[config.mk]
export PLATFORM = sky130hd
export DESIGN_NAME = controle_passo_flat
export DESIGN_NICKNAME = d
export VERILOG_FILES = /design/src/rtl/controle_passo_if.sv /design/src/rtl/controle_passo.sv /design/src/flat_wrapper.sv
export SDC_FILE = /design/constraint.sdc
export NUM_CORES = 1
export LEC_CHECK = 0
export CAP_MARGIN = 5
export CORE_UTILIZATION = 49
export DETAILED_ROUTE_END_ITERATION = 16
export PLACE_DENSITY_LB_ADDON = 0.3
export SLEW_MARGIN = 30
export SYNTH_ARGS = -nofsm -noshare
export SYNTH_HDL_FRONTEND = slang
export SYNTH_SLANG_ARGS = --single-unit
[constraint.sdc]
create_clock -name clock -period 2.6 [get_ports clock]
set_input_delay 0.39 -clock clock [delete_from_list [all_inputs] [get_ports clock]]
set_output_delay 0.39 -clock clock [all_outputs]
set_load 0.02 [all_outputs]
[src/rtl/controle_passo_if.sv]
// controle_passo_if
// Bundle between the step controller and the processor datapath.
//   endereco_pc     [31:0] current PC reported by the datapath
//   breakpoint      [31:0] halt address (used only when the breakpoint build is enabled)
//   passo                  one-cycle instruction enable
//   parado                 1 while the processor is not free-running
//   contador_passos [15:0] number of passo pulses issued (wraps)
// master: the controller (drives passo/parado/contador_passos)
// slave : the datapath side (drives endereco_pc/breakpoint)
interface controle_passo_if;
  logic [31:0] endereco_pc;
  logic [31:0] breakpoint;
  logic        passo;
  logic        parado;
  logic [15:0] contador_passos;

  modport master (
    input  endereco_pc,
    input  breakpoint,
    output passo,
    output parado,
    output contador_passos
  );

  modport slave (
    output endereco_pc,
    output breakpoint,
    input  passo,
    input  parado,
    input  contador_passos
  );
endinterface

[src/rtl/controle_passo.sv]
// controle_passo
// Clock-enable generator feeding pc, banco_registrador and memoria_de_dados.
// Step mode: one passo per debounced press of botao_passo.
// Run mode : one passo every DIV cycles.
// Ports:
//   clock        system clock, all state on the rising edge
//   rst_n        asynchronous active-low reset
//   botao_passo  raw push-button, active-high, asynchronous
//   chave_modo   raw mode switch (1 = run, 0 = step), asynchronous
//   bus          controle_passo_if.master (endereco_pc, breakpoint in;
//                passo, parado, contador_passos out)
// Parameters:
//   DIV       cycles between enables in run mode (>= 1)
//   DEBOUNCE  cycles a new button level must hold before acceptance (>= 1)
// Build option:
//   CONTROLE_PASSO_BREAKPOINT_EN  adds the PAUSA state and the PC comparator;
//   when undefined, breakpoint is ignored and run mode never halts.
module controle_passo #(
  parameter int unsigned DIV      = 25000000,
  parameter int unsigned DEBOUNCE = 500000
) (
  input  logic                  clock,
  input  logic                  rst_n,
  input  logic                  botao_passo,
  input  logic                  chave_modo,
  controle_passo_if.master      bus
);

  localparam int unsigned DBW = (DEBOUNCE > 1) ? $clog2(DEBOUNCE) : 1;
  localparam int unsigned DVW = (DIV > 1) ? $clog2(DIV) : 1;
  localparam logic [DBW-1:0] DB_LAST  = DBW'(DEBOUNCE - 1);
  localparam logic [DVW-1:0] DIV_LAST = DVW'(DIV - 1);

`ifdef CONTROLE_PASSO_BREAKPOINT_EN
  typedef enum logic [1:0] {
    ESPERA,
    EXECUTA,
    PAUSA
  } estado_t;
`else
  typedef enum logic {
    ESPERA,
    EXECUTA
  } estado_t;

  logic unused_entradas;
  assign unused_entradas = ^{bus.endereco_pc, bus.breakpoint};
`endif

  // Input synchronizers
  logic [1:0] sync_botao;
  logic [1:0] sync_modo;
  logic       botao_s;
  logic       modo_s;

  always_ff @(posedge clock or negedge rst_n) begin
    if (!rst_n) begin
      sync_botao <= '0;
      sync_modo  <= '0;
    end else begin
      sync_botao <= {sync_botao[0], botao_passo};
      sync_modo  <= {sync_modo[0], chave_modo};
    end
  end

  assign botao_s = sync_botao[1];
  assign modo_s  = sync_modo[1];

  // Button debouncer: a new level is accepted only after DEBOUNCE
  // consecutive synchronized samples that differ from the accepted one.
  logic [DBW-1:0] cnt_debounce;
  logic           estavel;
  logic           estavel_d;
  logic           pressao;

  always_ff @(posedge clock or negedge rst_n) begin
    if (!rst_n) begin
      cnt_debounce <= '0;
      estavel      <= 1'b0;
    end else if (botao_s == estavel) begin
      cnt_debounce <= '0;
    end else if (cnt_debounce == DB_LAST) begin
      estavel      <= botao_s;
      cnt_debounce <= '0;
    end else begin
      cnt_debounce <= cnt_debounce + DBW'(1);
    end
  end

  // Rising edge of the accepted level, registered into a one-cycle event
  always_ff @(posedge clock or negedge rst_n) begin
    if (!rst_n) begin
      estavel_d <= 1'b0;
      pressao   <= 1'b0;
    end else begin
      estavel_d <= estavel;
      pressao   <= estavel & ~estavel_d;
    end
  end

  // Mode FSM with run divider.
  // fim marks a divider terminal count; the enable goes out one edge
  // later, so a breakpoint hit at terminal count can still cancel it.
  estado_t        estado;
  logic [DVW-1:0] divisor;
  logic           fim;
  logic           passo_reg;
  logic           parado_reg;

  always_ff @(posedge clock or negedge rst_n) begin
    if (!rst_n) begin
      estado     <= ESPERA;
      divisor    <= '0;
      fim        <= 1'b0;
      passo_reg  <= 1'b0;
      parado_reg <= 1'b1;
    end else begin
      passo_reg <= 1'b0;
      fim       <= 1'b0;
      case (estado)
        ESPERA: begin
          // A mode change takes priority over a press in the same cycle
          if (modo_s) begin
            estado     <= EXECUTA;
            parado_reg <= 1'b0;
            divisor    <= '0;
          end else begin
            passo_reg <= pressao;
          end
        end

        EXECUTA: begin
          if (!modo_s) begin
            estado     <= ESPERA;
            parado_reg <= 1'b1;
            divisor    <= '0;
          end else begin
            passo_reg <= fim;
            if (divisor == DIV_LAST) begin
              divisor <= '0;
`ifdef CONTROLE_PASSO_BREAKPOINT_EN
              if (bus.endereco_pc == bus.breakpoint) begin
                estado     <= PAUSA;
                parado_reg <= 1'b1;
                passo_reg  <= 1'b0;
              end else begin
                fim <= 1'b1;
              end
`else
              fim <= 1'b1;
`endif
            end else begin
              divisor <= divisor + DVW'(1);
            end
          end
        end

`ifdef CONTROLE_PASSO_BREAKPOINT_EN
        PAUSA: begin
          if (!modo_s) begin
            estado <= ESPERA;
          end
        end
`endif

        default: begin
          estado     <= ESPERA;
          parado_reg <= 1'b1;
          divisor    <= '0;
        end
      endcase
    end
  end

  // Executed-step counter for the display path
  logic [15:0] contador;

  always_ff @(posedge clock or negedge rst_n) begin
    if (!rst_n) begin
      contador <= '0;
    end else if (passo_reg) begin
      contador <= contador + 16'd1;
    end
  end

  assign bus.passo           = passo_reg;
  assign bus.parado          = parado_reg;
  assign bus.contador_passos = contador;

endmodule

[src/flat_wrapper.sv]
// flat-port wrapper written by rule: the top's interface ports become plain ports
module controle_passo_flat 
#(
  parameter int unsigned DIV      = 25000000,
  parameter int unsigned DEBOUNCE = 500000
)
  (clock, rst_n, botao_passo, chave_modo, bus_endereco_pc, bus_breakpoint, bus_passo, bus_parado, bus_contador_passos);
  controle_passo_if bus_i ();
  input  logic clock;
  input  logic rst_n;
  input  logic botao_passo;
  input  logic chave_modo;
  input wire logic [$bits(bus_i.endereco_pc)-1:0] bus_endereco_pc;
  input wire logic [$bits(bus_i.breakpoint)-1:0] bus_breakpoint;
  output wire logic [$bits(bus_i.passo)-1:0] bus_passo;
  output wire logic [$bits(bus_i.parado)-1:0] bus_parado;
  output wire logic [$bits(bus_i.contador_passos)-1:0] bus_contador_passos;
  assign bus_i.endereco_pc = bus_endereco_pc;
  assign bus_i.breakpoint = bus_breakpoint;
  assign bus_passo = bus_i.passo;
  assign bus_parado = bus_i.parado;
  assign bus_contador_passos = bus_i.contador_passos;
  controle_passo #(.DIV(DIV), .DEBOUNCE(DEBOUNCE)) u_core (.clock(clock), .rst_n(rst_n), .botao_passo(botao_passo), .chave_modo(chave_modo), .bus(bus_i));
endmodule
Word level (Yosys, flattened, before mapping):

Cells that the tools add are included.

* $add $sub $neg: 3
* equal/unequal tests: 5
* mux-type cells: 16
* bitwise operators: 4
* reduce and logical (&&, ||, !) cells: 2

Operators by type and width (number)
* $mux W25: 3
* $pmux W25 S2: 1
* $mux W19: 2
* $add A25 B1 Y25 const B: 1
* $eq A25 B25 Y1 const B: 1
* $add A19 B1 Y19 const B: 1
* $eq A19 B19 Y1 const B: 1
* $add A16 B1 Y16 const B: 1
* $mux W1: 8
* $pmux W1 S2: 2
* $reduce_and A2 Y1: 2
* $not A1 Y1: 3
* $ne A2 B1 Y1 const B: 1
* $ne A2 B2 Y1 const B: 1
* $and A1 B1 Y1: 1
* $eq A1 B1 Y1: 1

* flip-flop bits (word level): 71
* bits of input ports: 68
* output and inout bits: 18
* word-level logic and storage cells: 42

Longest topological paths before layout:

* depth in word-level cells: 4
* depth in mapped cells: 8
* depth with buffers taken out: 6

Least setup slack after synthesis:

OpenSTA, ideal clock, no wires.

* path kind: reg-to-reg
* start: reg u_core.divisor[7]
* end: reg u_core.divisor[15]
* library setup time: 0.139 ns
* arrival: 1.905 ns
* required time: 2.461 ns
* slack: 0.556 ns
* cell stages (with the launch flop): 9
* path buffers: 3
* period minus slack after synthesis: 2.044 ns
* cells stage by stage: dfrtp_1 -> buf_6 -> or4b_4 -> nor4_4 -> a211oi_2 -> buf_6 -> buf_6 -> a31oi_1 -> a31oi_1

* cells in the longest elaborated chain, start to end: 4
* elaborated cells between the ends (all ways): 5
* classes of those cells: add/sub: 1; eq/ne: 1; mux: 3

Ends and longest elaborated chain
* start: declaration: line controle_passo.sv:105 `logic [DVW-1:0] divisor;`
* start signal: assignment: line controle_passo.sv:153 `divisor <= divisor + DVW'(1);`
* $add A25 B1 Y25 / $eq A25 B25 Y1 (equally long branches): line controle_passo.sv:153, controle_passo.sv:139
* $mux W25 *: line controle_passo.sv:139 `if (divisor == DIV_LAST) begin`
* $mux W25 *: line controle_passo.sv:133 `if (!modo_s) begin`
* $pmux W25 S2 *: line controle_passo.sv:120 `case (estado)`

Mark *: on every way between the ends. The rest lies on a longest branch, timed or not.
A chain may end at the register's enable or synchronous reset.

Worst setup path after layout:

* start: reg u_core.divisor[7]
* end: reg u_core.divisor[12]

Same word-level chain as after synthesis.

==> qor.yml <==
status: "completed"
area_growth_pct: 15.90
synth_edf_count: 0
postCtsSetupBuffers: 0
vias: 2596
required_ns: 2.83
p_switching_uw: 521.1
critPathLaunchType: "register"
cts_resized: 0
fin_worst_skew_ns: 0.008874
synthArstFlopShare_pct: 100.0
hold_viol: 0
internal_power_uw: 1706
rows: 30
drv_slew: 0
initial_utilization_pct: 50.44
clk_path_buf_depth: 2
synth_cells: 337
sw_frac_of_total_pct: 23.40
cts_tree: "yes"
p_leak_uw: 0.001704
clk_latency_ns: 0.34
min_period_ns: 2.236
r2r_end: "u_core.divisor[12]"
layout_commonest_cell: "dfrtp_1"
hold_buffers: 0
cts.sink_count: 71
largest_reg_flops: 25
finalSetupTns_ns: 0
power_frac_clock_pct: 44.7
comb_power_share_pct: 4.4
r2r_slack_ns: 0.36
die_height_um: 85.40
pin_count: 86
drive_gt1_share_pct: 11.05
synth.net_count: 409
grt_pass1_wl_mm: 10.91
fin_hold_ws_ns: 0.05329
place_hpwl_mm: 4.219
setup.worst_path.end: "u_core.divisor[12]"
pwr-share-seq_pct: 50.9
diodes: 0
via_per_inst: 5.756
hold_class: "in -> async"
arrival_ns: 2.46
crit_type: "reg -> reg"
max_cap_viol_count: 0
design_area_um2: 3950
gp_congestion: 0.7761
cp_max_fo: 13
dp.cells: 435
yosysWarnings: 0
worstSetupStartpoint: "u_core.divisor[7]"
p_per_area_nw_per_um2: 563.8
timing.fmax_mhz: 447.3
grt_pass1_vias: 2389
rsz0062_at_grt: "no"
cts-root-buf: "clkbuf_8"
worstRegToRegCells: 6
route.detailed.drc: 0
syn_area_um2: 3408
setup_viol: 0
synth_area_per_cell_um2: 10.11
slew_headroom_pct: 59.58
drt_pass1_iterations: 4
fin_cells: 451
synth_seq_cells: 71
finalCritPeriodShare_pct: 85.99
n_fill_cell: 570
routed_wl_mm: 6.311
ys_seq_area_share_pct: 52.17
worstSetupEndpointType: "register"
cts_max_level: 3
r2r_start: "u_core.divisor[7]"
cts_made_buffers: 9
die-area_um2: 7293
synthDistinctLibCells: 43
core_um2: 6756
antenna_found_initial: 0
grt_overflow: 0
ir_drop_uv: 307.1
die_w_um: 85.40
ant_nets: 0
place_area_um2: 3722
synth_ff_type: "dfrtp_1"
fin_nets: 438
worstMarginPinSlew_ns: 0.6008
final_cell_mix: "dfrtp_1, nor2_1, nand2_1, nand3_1, xnor2_1"
path_clk_slew_ns: 0.08
grt_max_degree: 72
grt_usage_pct: 18.83
place.port_buffers: 21
route.detailed.wl_per_inst_um: 13.99
regMostFlops: "u_core.divisor"
drtIter0Drc: 103
[metrics by stage]
stage | worst slack, ns | util (%) | total power, uW
finish | 0.3643 | 58.46 | 2227
detailed placement | 0.3487 | 55.09 | 1255
global placement | 0.3604 | 55.09 | 1251
global route | 0.2182 | 58.46 | 2316
CTS | 0.3290 | 58.46 | 2258
floorplan | 0.5560 | - | 1208
[final cells by class]
cell class,instances,area (um2),area share [%]
Multi-Input combinational cell,247,1533,38.80
Sequential cell,71,1778,45.01
Inverter,7,26.28,0.6652
Clock inverter,7,103.9,2.629
Clock buffer,9,123.9,3.136
Timing Repair Buffer,30,285.3,7.222
Tap cell,80,100.1,2.534
[cells in the mapped netlist, types with 5 or more instances]
cell type   n  share of area [%]
nor2_1     35                3.9
and4_1      5                1.3
a31oi_1    13                2.4
inv_1       7               0.77
and3_1      7                1.3
xor2_1     10                2.6
nand4_1    11                2.0
xnor2_1    23                5.9
o21ai_0     6               0.88
nor3_1      9                1.3
clkbuf_1    5               0.55
a21oi_1    15                2.2
nor4_1      5               0.92
nand3_1    30                4.4
nand2_1    34                3.7
dfrtp_1    70                 51
[critical path, stage by stage (launching register included)]
cell	delay, ns
dfrtp_1	0.47
or4b_4	0.58
nor4_4	0.36
a211oi_4	0.18
buf_4	0.22
a21o_1	0.16
a21o_1	0.16
[how the worst min path moves through the flow]
| stage | slack (ns) | from | cells past startpoint | endpoint |
|---|---|---|---|---|
| detailed placement | 0.33 | u_core.sync_botao[0] | 0 | u_core.sync_botao[1] |
| global route | 0.1 | rst_n | 2 | u_core.bus.contador_passos[6] |
| CTS | 0.07 | rst_n | 2 | u_core.divisor[6] |
| finish | 0.05 | rst_n | 2 | u_core.divisor[22] |
| global placement | 0.33 | u_core.sync_modo[0] | 0 | u_core.sync_modo[1] |
| floorplan | 0.09 | rst_n | 0 | u_core.bus.contador_passos[0] |
[cell families (layout without fill, tap and decap cells)]
group           after synthesis  in the layout  share of synthesized area, %
fa+ha+maj                     4              4                         1.468
compound gates               53             53                         10.32
mux                           6              6                         1.872
flops                        71             71                         52.17
xor+xnor                     33             33                         8.480
buf+inv                      19             53                         3.084
simple gates                151            151                         22.61
[power groups by stage]
| stage | registers (uW) | logic [uW] | clock network (uW) |
|---|---|---|---|
| finish | 1130 | 97.4 | 996 |
| detailed placement | 1160 | 99.5 | 0 |
| CTS | 1130 | 99.8 | 1030 |
| floorplan | 1160 | 52.8 | 0 |
| global route | 1140 | 110 | 1070 |
| global placement | 1150 | 97.2 | 0 |
[layer usage]
| metal | part of all wire (%) | GRT usage [%] |
|---|---|---|
| met1 | 47 | 25.32 |
| met2 | 48 | 30.18 |
| met4 | 1.2 | 8.333 |
| met3 | 4.1 | 3.113 |
| met5 | 0 | 0 |
(Power assumes the default switching activity.)
